<file path="src/rtl/booth_ctrl.sv">
// Sequencing FSM for the radix-4 Booth multiplier datapath (8x8 signed -> 16-bit).
// Loads operands, then runs ITERATIONS add/shift pairs. Each Booth digit is decoded
// from the datapath status into an ALU function. A start/busy/done handshake faces
// the requester. A sticky err flags a datapath count that disagrees with our own.
module booth_ctrl #(
    parameter int ITERATIONS = 4,
    parameter bit SKIP_ZERO  = 1'b1
) (
    input  logic       clk,
    input  logic       reset_n,
    input  logic       start,
    input  logic [5:0] status,
    output logic       busy,
    output logic       done,
    output logic       err,
    output logic       dp_load,
    output logic       xld,
    output logic       cntld,
    output logic       pld,
    output logic       ald,
    output logic       control,
    output logic [2:0] funsel
);

    // Iteration counter width; at least one bit so ITERATIONS=1 still elaborates.
    localparam int CW   = (ITERATIONS > 1) ? $clog2(ITERATIONS) : 1;
    // Compare width wide enough for both the 3-bit datapath count and our counter.
    localparam int CMPW = (CW > 3) ? CW : 3;

    typedef enum logic [2:0] {
        S_IDLE  = 3'd0,
        S_LOAD  = 3'd1,
        S_ADD   = 3'd2,
        S_SHIFT = 3'd3,
        S_DONE  = 3'd4
    } state_t;

    state_t          state_reg, state_next;
    logic [CW-1:0]   iter_reg, iter_next;
    logic            err_reg, err_next;

    logic [2:0]      booth_fs;
    logic            digit_zero;
    logic [CMPW-1:0] cnt_ext;
    logic [CMPW-1:0] iter_ext;
    logic            cnt_match;
    logic            last_iter;

    // Booth digit decode of the triplet {b(i+1), b(i), b(i-1)} into {sel1x, sel2x, negate}.
    always_comb begin
        booth_fs   = 3'b000;
        digit_zero = 1'b0;
        case (status[2:0])
            3'b000, 3'b111: begin
                booth_fs   = 3'b000;
                digit_zero = 1'b1;
            end
            3'b001, 3'b010: booth_fs = 3'b100;
            3'b011:         booth_fs = 3'b010;
            3'b100:         booth_fs = 3'b011;
            3'b101, 3'b110: booth_fs = 3'b101;
            default:        booth_fs = 3'b000;
        endcase
    end

    assign cnt_ext   = CMPW'(status[5:3]);
    assign iter_ext  = CMPW'(iter_reg);
    assign cnt_match = (cnt_ext == iter_ext);
    assign last_iter = (iter_ext == CMPW'(ITERATIONS - 1));

    // State, iteration counter and sticky error registers.
    always_ff @(posedge clk or negedge reset_n) begin
        if (!reset_n) begin
            state_reg <= S_IDLE;
            iter_reg  <= '0;
            err_reg   <= 1'b0;
        end else begin
            state_reg <= state_next;
            iter_reg  <= iter_next;
            err_reg   <= err_next;
        end
    end

    // Next-state logic and per-state output decode; everything defaults to idle values.
    always_comb begin
        state_next = state_reg;
        iter_next  = iter_reg;
        err_next   = err_reg;
        busy       = 1'b0;
        done       = 1'b0;
        dp_load    = 1'b0;
        xld        = 1'b0;
        cntld      = 1'b0;
        pld        = 1'b0;
        control    = 1'b0;
        funsel     = 3'b000;
        case (state_reg)
            S_IDLE: begin
                if (start) begin
                    state_next = S_LOAD;
                    err_next   = 1'b0;
                end
            end
            S_LOAD: begin
                busy       = 1'b1;
                dp_load    = 1'b1;
                iter_next  = '0;
                state_next = S_ADD;
            end
            S_ADD: begin
                busy       = 1'b1;
                control    = 1'b0;
                funsel     = booth_fs;
                // A zero digit adds nothing, so p can be left untouched.
                pld        = !(SKIP_ZERO && digit_zero);
                state_next = S_SHIFT;
            end
            S_SHIFT: begin
                busy    = 1'b1;
                control = 1'b1;
                pld     = 1'b1;
                xld     = 1'b1;
                cntld   = 1'b1;
                if (!cnt_match) begin
                    err_next   = 1'b1;
                    state_next = S_IDLE;
                end else if (last_iter) begin
                    state_next = S_DONE;
                end else begin
                    iter_next  = iter_reg + CW'(1);
                    state_next = S_ADD;
                end
            end
            S_DONE: begin
                busy       = 1'b1;
                done       = 1'b1;
                state_next = S_IDLE;
            end
            default: begin
                state_next = S_IDLE;
            end
        endcase
    end

    assign err = err_reg;
    // The a register is loaded through dp_load only.
    assign ald = 1'b0;

endmodule

</file>
<file path="config.mk">
export PLATFORM = sky130hd
export DESIGN_NAME = booth_ctrl
export DESIGN_NICKNAME = d
export VERILOG_FILES = /design/src/rtl/booth_ctrl.sv
export SDC_FILE = /design/constraint.sdc
export NUM_CORES = 1
export LEC_CHECK = 0
export ABC_AREA = 0
export CAP_MARGIN = 10
export CORE_AREA = 2 2 39 41
export CTS_CLUSTER_SIZE = 12
export DETAILED_ROUTE_END_ITERATION = 8
export DIE_AREA = 0 0 41 43
export HOLD_SLACK_MARGIN = 0.05
export PLACE_DENSITY = 0.83
export SETUP_SLACK_MARGIN = 0.05
export SLEW_MARGIN = 5
export SYNTH_ARGS = -nofsm -noshare
export SYNTH_HDL_FRONTEND = slang
export SYNTH_SLANG_ARGS = --single-unit
</file>
<file path="constraint.sdc">
create_clock -name clk -period 1.5 [get_ports clk]
set_input_delay 0.3 -clock clk [delete_from_list [all_inputs] [get_ports clk]]
set_output_delay 0.3 -clock clk [all_outputs]
set_load 0.01 [all_outputs]
</file>
==> flow_metrics.env, run 1 <==
export IMPL_cp_max_fo=3
export IMPL_end_kind="output port"
export IMPL_htreeDepth=1
export IMPL_synth_cell_types=25
export IMPL_overflow=0
export IMPL_rsz0062_at_grt="yes"
export IMPL_yosysTopAreaCellShare=0.296
export IMPL_setup_viol=0
export IMPL_grtUsageTotal=0.175
export IMPL_synth_top_family_by_area="simple AND/OR/NAND/NOR gates"
export IMPL_synthesis_nets=72
export IMPL_path_class="reg -> out"
export IMPL_avgSynthCellArea_um2=8.76
export IMPL_cts_tree="done"
export IMPL_io_pins=21
export IMPL_synth_xor_area_frac=0.0813
export IMPL_grt_pass1_wl_um=2110
export IMPL_startpoint_type="flip-flop"
export IMPL_viasPerCell=5.08
export IMPL_postRouteAntennaNets=0
export IMPL_grt_antenna_before_repair=0
export IMPL_fin_worst_skew_ps=3.23
export IMPL_final_util=0.610
export IMPL_largest_reg_flops=3
export IMPL_fin_area_um2=845
export IMPL_numCtsBuffers=3
export IMPL_synth_seq_cells=6
export IMPL_grt_max_degree=10
export IMPL_hpwlAfterDp_um=967
export IMPL_yosys_area_share_simple=0.204
export IMPL_p_per_area_nw_per_um2=1800
export IMPL_grt_pass1_vias=561
export IMPL_chipHeight_um=43
export IMPL_yosys_area_top_type="dfrtp_1"
export IMPL_drc=0
export IMPL_p_leak_nw=0.414
export IMPL_dpl_instance_area_um2=767
export IMPL_total_power_w=0.00152
export IMPL_required_ps=1200
export IMPL_diodes=0
export IMPL_drt_total_wl_um=1320
export IMPL_synth_compound_area_frac=0.165
export IMPL_rows=14
export IMPL_start_util=0.367
export IMPL_ys_top_cells_by_area="dfrtp_1, ha_1, xnor2_2"
export IMPL_clk_pin_slew_ps=40
export IMPL_core_area_um2=1380
export IMPL_syn_inst=58
export IMPL_layout_min_cycle_time_ps=1460
export IMPL_fmax_mhz=683
export IMPL_status="finished clean"
export IMPL_ys_seq_area_frac=0.296
export IMPL_routedWlPerCell_um=12.6
export IMPL_hold_class="in -> async"
export IMPL_slew_violations=0
export IMPL_root_buffer="clkbuf_4"
export IMPL_cts_max_path_buffers=2
export IMPL_dieArea_um2=1760
export IMPL_hold_viol=0
export IMPL_cap_viol_max_count=0
export IMPL_clk_latency_ps=240
export IMPL_drive_gt1_frac=0.506
export IMPL_die_w_um=41
export IMPL_finalWeightedCongestion=0.772
export IMPL_yosys_warnings=0
export IMPL_vias=533
export IMPL_drtIter0Drc=8
export IMPL_synth_area_um2=508
export IMPL_drtPass1Iterations=2
export IMPL_area_growth_pct=66.3
export IMPL_cts_sinks=6
export IMPL_yosys_area_share_adder=0.123
export IMPL_irDropWorstVdd_mv=0.874
export IMPL_nNetsFinal=105
export IMPL_fin_crit_sh=0.976
export IMPL_synth_area_mux_share=0.0419
export IMPL_port_buffers=19
export IMPL_worstPathArrival_ps=1160
worst max-delay path, stage by stage, from the launching register on:
cell	delay [ps]
dfrtp_2	430
nor2_2	120
buf_4	130
xnor2_2	90
buf_2	150
worst paths after layout:
kind | from | to | slack (ps) | cells past startpoint
setup / recovery | state_reg[1] | busy | 40 | 4
hold / removal | reset_n | err | 300 | 1
setup reg to reg | iter_reg[1] | iter_reg[0] | 150 | 4
hold reg to reg | err | err | 520 | 1
max in group asynchronous | reset_n | state_reg[1] | 950 | 1
min in group clk | err | err | 520 | 1
where the power goes:
group          switching [W]  internal [W]
Sequential         0.0000709      0.000238
Clock              0.0000549     0.0000903
Combinational       0.000509      0.000557
Total               0.000635      0.000885
cells in the final DEF, fill, tap and decap left out, types with 3 or more instances in the layout:
cell             count
a31oi_1              4
clkdlybuf4s50_1      5
nand2_1              5
buf_2                9
nor2_2               4
ha_1                 3
xnor2_2              3
clkbuf_4             3
buf_4               11
dfrtp_1              5
buf_6                4
nor3_1               3
cells by family after synthesis:
| family | Yosys count |
|---|---|
| other | 1 |
| AOI/OAI and AO/OA | 11 |
| DFF | 6 |
| muxes | 2 |
| adders and majority gates | 5 |
| and+or+nand+nor | 22 |
| buffers and inverters | 8 |
| xor gates and xnor gates | 3 |
layer usage:
metal | vias to the layer above | track usage | share of wire
li1 | 265 | - | -
met1 | 246 | 0.168 | 0.35
met2 | 20 | 0.341 | 0.58
met3 | 2 | 0.0209 | 0.066
met4 | 0 | 0.0600 | 0.0091
met5 | - | 0 | 0
per-stage QoR:
| step | TNS [ps] | instances | hold WS, ps | setup WS [ps] |
|---|---|---|---|---|
| 2_1_floorplan | 0 | 58 | 4.41 | 175 |
| 3_3_place_gp | -3370 | 99 | 489 | -823 |
| 3_5_place_dp | -3650 | 99 | 520 | -871 |
| 4_1_cts | 0 | 105 | 312 | 10.1 |
| 5_1_grt | -43.6 | 105 | 333 | -23.6 |
| 6_report | 0 | 105 | 305 | 36.5 |
synth_stat cells:
| master | n |
|---|---|
| mux2i_1 | 1 |
| ha_1 | 5 |
| o311a_1 | 1 |
| xnor2_2 | 2 |
| clkbuf_1 | 1 |
| nand3_1 | 1 |
| and3_1 | 1 |
| and2_1 | 2 |
| nor3_1 | 3 |
| a21oi_1 | 1 |
| a21boi_0 | 1 |
| nand2b_1 | 2 |
| nor3b_1 | 1 |
| nor2_1 | 7 |
| a31oi_1 | 4 |
| o21a_1 | 1 |
| inv_1 | 4 |
| a221o_1 | 2 |
| buf_4 | 3 |
| xnor2_1 | 1 |
| nand2_1 | 5 |
| o22a_1 | 1 |
| dfrtp_1 | 6 |
| conb_1 | 1 |
| mux2_2 | 1 |
area by class of cell:
| class | count | area, um^2 |
|---|---|---|
| timing repair buffer | 32 | 246 |
| fill | 127 | 539 |
| clock buffer | 3 | 22.5 |
| tap | 16 | 20.0 |
| multi-input combinational | 44 | 389 |
| sequential | 6 | 151 |
| inverter | 4 | 15.0 |
repair_timing:
item / CTS / global route
pin swaps: 5 / 4
hold buffers: 0 / 0
gates cloned: 0 / 0
resized for setup: 61 / 13
buffers inserted: 3 / 0
setup endpoints to repair: 11 / 9
(Power assumes the default switching activity.)
==> run 2: changes to the inputs <==
- CTS_BUF_LIST: default -> sky130_fd_sc_hd__clkbuf_4 sky130_fd_sc_hd__clkbuf_8
==> results of run 2 <==
Final layout, timing and power as in run 1 (identical DEF).
